==> config.mk <==
export PLATFORM = sky130hd
export DESIGN_NAME = pulse_period_meter
export DESIGN_NICKNAME = d
export VERILOG_FILES = /design/src/rtl/pulse_period_meter.sv
export SDC_FILE = /design/constraint.sdc
export NUM_CORES = 1
export LEC_CHECK = 0
export CELL_PAD_IN_SITES_DETAIL_PLACEMENT = 2
export CELL_PAD_IN_SITES_GLOBAL_PLACEMENT = 2
export CORE_ASPECT_RATIO = 1.4
export CORE_MARGIN = 5
export CORE_UTILIZATION = 33
export DETAILED_ROUTE_END_ITERATION = 12
export HOLD_SLACK_MARGIN = 0.06
export PLACE_DENSITY_LB_ADDON = 0.1
export SLEW_MARGIN = 20
export SYNTH_ARGS = -nofsm -noshare
export SYNTH_HDL_FRONTEND = slang
export SYNTH_SLANG_ARGS = --single-unit
==> constraint.sdc <==
create_clock -name clk -period 5.4 [get_ports clk]
set_clock_uncertainty 0.15 [all_clocks]
set_input_delay 1.08 -clock clk [delete_from_list [all_inputs] [get_ports clk]]
set_output_delay 1.08 -clock clk [all_outputs]
set_load 0.02 [all_outputs]
==> src/rtl/pulse_period_meter.sv <==
// Measures the spacing of tick_in strobes and flags loss of the stream; optional lock detect under PULSE_PERIOD_METER_LOCK_EN.
// Latency: period reported one cycle after the closing tick; timeout asserts one cycle after the overrun cycle.
// Backpressure: none, every tick is consumed on the cycle it is sampled.
module pulse_period_meter (
    input  logic        clk,
    input  logic        rst,
    input  logic        tick_in,
    input  logic [31:0] timeout_cnt,
    output logic [31:0] period_out,
    output logic        period_valid,
    output logic        timeout,
    output logic        locked
);

    typedef enum logic [1:0] {
        IDLE    = 2'd0,
        MEASURE = 2'd1,
        TIMEOUT = 2'd2
    } state_t;

    state_t      state_q;
    logic [31:0] cnt_q;

`ifdef PULSE_PERIOD_METER_LOCK_EN
    // Set once a period has been reported in the current MEASURE stay, so the
    // reset value of period_out is never mistaken for a previous period.
    logic        have_prev_q;
`endif

    always_ff @(posedge clk) begin
        if (rst) begin
            state_q      <= IDLE;
            cnt_q        <= 32'd0;
            period_out   <= 32'd0;
            period_valid <= 1'b0;
            timeout      <= 1'b0;
`ifdef PULSE_PERIOD_METER_LOCK_EN
            locked       <= 1'b0;
            have_prev_q  <= 1'b0;
`endif
        end else begin
            period_valid <= 1'b0;
            case (state_q)
                IDLE: begin
                    if (tick_in) begin
                        cnt_q   <= 32'd0;
                        state_q <= MEASURE;
`ifdef PULSE_PERIOD_METER_LOCK_EN
                        have_prev_q <= 1'b0;
`endif
                    end
                end
                MEASURE: begin
                    if (tick_in) begin
                        period_out   <= cnt_q;
                        period_valid <= 1'b1;
                        cnt_q        <= 32'd0;
`ifdef PULSE_PERIOD_METER_LOCK_EN
                        locked       <= have_prev_q && (cnt_q == period_out);
                        have_prev_q  <= 1'b1;
`endif
                    end else if (cnt_q >= timeout_cnt) begin
                        // >= rather than == so a limit lowered below the running
                        // count still trips on the next cycle instead of wrapping.
                        state_q <= TIMEOUT;
                        timeout <= 1'b1;
                        cnt_q   <= 32'd0;
`ifdef PULSE_PERIOD_METER_LOCK_EN
                        locked  <= 1'b0;
`endif
                    end else begin
                        cnt_q <= cnt_q + 32'd1;
                    end
                end
                TIMEOUT: begin
                    if (tick_in) begin
                        cnt_q   <= 32'd0;
                        timeout <= 1'b0;
                        state_q <= MEASURE;
`ifdef PULSE_PERIOD_METER_LOCK_EN
                        have_prev_q <= 1'b0;
`endif
                    end
                end
                default: state_q <= IDLE;
            endcase
        end
    end

`ifndef PULSE_PERIOD_METER_LOCK_EN
    assign locked = 1'b0;
`endif

endmodule
==> metrics.md <==
| Metric | Value |
|---|---|
| Vias per cell | 5.672 |
| DRT Wirelength | 14.17 mm |
| Crit path largest cell delay | 0.81 ns |
| Avg WL per Cell | 20.05 um |
| Antenna Nets Post-Route | 0 |
| Fraction of layout cells with a size suffix above 1 | 5.357% |
| Post-DP HPWL | 10.50 mm |
| Worst path cell trace | clkdlybuf4s50_1 > ha_1 > nand2b_4 > a2111o_1 > a311o_1 > o31a_1 > nor2_1 > a22o_1 |
| Worst-path clk slew | 0.06 ns |
| Netlist cell types | 57 |
| Post-Synthesis Cells | 497 |
| Post-synthesis cell area | 3948 um2 |
| RSZ-0062 raised after global routing | no |
| MaxCap Viol Count | 0 |
| Skew-Pair Late Insertion Delay | 0.34 ns |
| Initial Utilization | 33.56% |
| Most frequent cells in the layout | nand2_1 (84), dfxtp_1 (68), clkdlybuf4s50_1 (68) |
| EDFF count, synth | 0 |
| Worst Reg-to-Reg Cells | 8 |
| Crit start category | primary input |
| Worst Hold Path Cells | 2 |
| Io pins | 70 |
| Hold_buf cts | 0 |
| Layout Nets | 624 |
| Initial DRC count | 105 |
| Worst Hold Launch | period_out[5]$_SDFFE_PP0P_ |
| Worst slew margin | 30.04% |
| Grt ovf | 0 |
| Post-synth top area cell | dfxtp_1 |
| Leak | 1.993 nW |
| Grt peak-use layer | met2 |
| Commonest non-fill, non-tap cell in the layout | nand2_1 |
| Vias | 4010 |
| Fin util | 42.94% |
| Maximum clock path buffer count | 2 |
| Hold crit path type | flip-flop to flip-flop |
| Area Growth Syn to Fin | 27.92% |
| Placed instance count | 692 |
| Hold Violations, Final | 0 |
| Clock Root Buffer | clkbuf_16 |
| Reg-to-reg slack, setup | 2.05 ns |
| Setup TNS | 0 ns |
| Slowest CP cell | nor2_1 |
| Slew @ Worst Pin | 1.046 ns |
| Power Total | 1.226 mW |
| Setup Fix Bufs, Post-CTS | 0 |
| PwrDens | 242.8 nW/um2 |
| First-pass GRT wire length | 22.60 mm |
| Seq/Total Area, Yosys | 34.48% |
| Critical path type | primary input to flip-flop |
| CP arrival | 4.09 ns |
| Met1 GRT Util | 19.96% |
| H-tree levels | 3 |
| Initial antenna violation count | 0 |
| Syn_nets | 565 |
| Most used flip-flop cell after synthesis | dfxtp_1 |
| Peak supply drop | 0.1345 mV |
| Drt drc | 0 |
| Final setup violation count | 0 |
| Largest net degree at the start of global routing | 42 |
| Hold Slack | 0.3030 ns |
| TritonCTS Buffers | 9 |
| Fin crit share | 73.50% |
| Hold EP | period_out[5]$_SDFFE_PP0P_ |
| Share of async-settable or async-resettable flops after synthesis | 0% |
| Tot GR Track Use | 20.21% |
| Status | completed |
| Die Width | 102.4 um |
| Tmin final | 3.969 ns |
| Post-CTS sizing | 0 |
| Die height | 139.4 um |
| Top post-synthesis cells by area | dfxtp_1 (34%), ha_1 (10%), nand2_1 (8.1%), a21oi_1 (6.0%), inv_1 (4.0%) |
| First-pass detailed-route iteration total | 4 |
| Met3 GRT Util | 3.455% |
| Num rows | 47 |
| CTS Sinks | 68 |
| Core Area | 11760 um2 |
| Fmax | 252.0 MHz |
| Fin cells | 707 |
| R2R Path End | cnt_q[2]$_SDFFE_PP0P_ |
| Final Slew Violations | 0 |
| CP Data Required Time | 5.53 ns |
| Yosys top cell area share | 34.48% |
| Full die area | 14280 um2 |
| CP Capture Type | flip-flop |
| IO buf count | 68 |
| Worst-path fanout max | 13 |
| Final GP Congestion | 0.8112 |
| Avg Cell Area, Syn | 7.943 um2 |
| Number of global-route vias before repair | 4432 |
| Grt met2 use | 39.93% |
| Synth Warn # | 0 |
| Reg2reg start | cnt_q[0]$_SDFFE_PP0P_ |
| CTS tree | done |
| FF+latch count, synth | 68 |
| # diodes | 0 |
## cells by family (layout without fill, tap and decap cells)
family          Yosys count  in the layout  synth area share [%]
fa+ha+maj                33             33                 10.46
mux                       4              4                 1.014
other cells               1              1               0.09500
compound gates          114            114                 19.84
buf+inv                  69            132                 7.195
xor+xnor                  5              5                 1.109
flops                    68             68                 34.49
simple gates            203            203                 25.80
## cells in the mapped netlist, drive strengths merged, types with 2 or more instances
master   number
ha           33
inv          42
or4           3
and4          4
nor3         16
nand2b        5
o31ai         5
nand4        16
o41ai         2
a2111oi       3
a221o         8
nand3        26
nor4b         2
nor4          6
o21bai        4
a221oi        2
o21ai         8
mux2i         4
nor2         21
nor2b         2
a41oi         8
a21boi        2
or3           5
and2          7
buf           9
a22o          6
xnor2         4
clkbuf       18
and3          4
a21o          7
a21oi        47
dfxtp        68
o211ai        2
nand2        85
## critical path: cells and delay by family
family | cells | cell delay, ns
buf+inv | 1 | 0.41
simple gates | 2 | 0.95
compound gates | 4 | 1.35
fa+ha+maj | 1 | 0.29
## per-layer routing
| layer | up-vias | share of wire (%) | wire [um] |
|---|---|---|---|
| li1 | 1899 | - | - |
| met1 | 2009 | 36 | 5155 |
| met2 | 71 | 58 | 8172 |
| met3 | 31 | 2.9 | 412 |
| met4 | 0 | 3.0 | 432 |
| met5 | - | 0 | 0 |
## flip-flops by register name, summed over array words and instances (netlist names)
name and count:
timeout 1, period_valid 1, cnt_q 32, state_q 2, period_out 32
## stage by stage
stage	instance area [um2]	setup WS, ns
floorplan	3948	2.057
global placement	4741	1.175
global route	5050	1.313
finish	5050	1.431
CTS	5050	1.481
detailed placement	4743	1.143
## worst max path at each step
stage,from,endpoint,slack [ns],depth (start not counted)
CTS,timeout_cnt[0],cnt_q[2]$_SDFFE_PP0P_,1.48,8
finish,timeout_cnt[0],cnt_q[2]$_SDFFE_PP0P_,1.43,8
global placement,timeout_cnt[0],cnt_q[2]$_SDFFE_PP0P_,1.17,8
floorplan,timeout_cnt[0],cnt_q[20]$_SDFFE_PP0P_,2.06,8
detailed placement,timeout_cnt[0],cnt_q[2]$_SDFFE_PP0P_,1.14,8
global route,timeout_cnt[0],cnt_q[4]$_SDFFE_PP0P_,1.31,8
## power breakdown
group | switching (mW) | internal (mW) | leakage, nW
Combinational | 0.0525 | 0.0412 | 1.30
Clock | 0.227 | 0.400 | 0.148
Sequential | 0.00186 | 0.503 | 0.548
Total | 0.281 | 0.945 | 1.99
## area by class of cell
cell class | instances | area (um2)
sequential | 68 | 1361
clock buffer | 10 | 229.0
multi-input combinational | 360 | 2307
clock inverter | 5 | 77.57
fill | 1341 | 6711
timing repair buffer | 75 | 733.2
tap | 147 | 183.9
inverter | 42 | 157.7
Note: power is estimated with default switching activity, not from simulation.
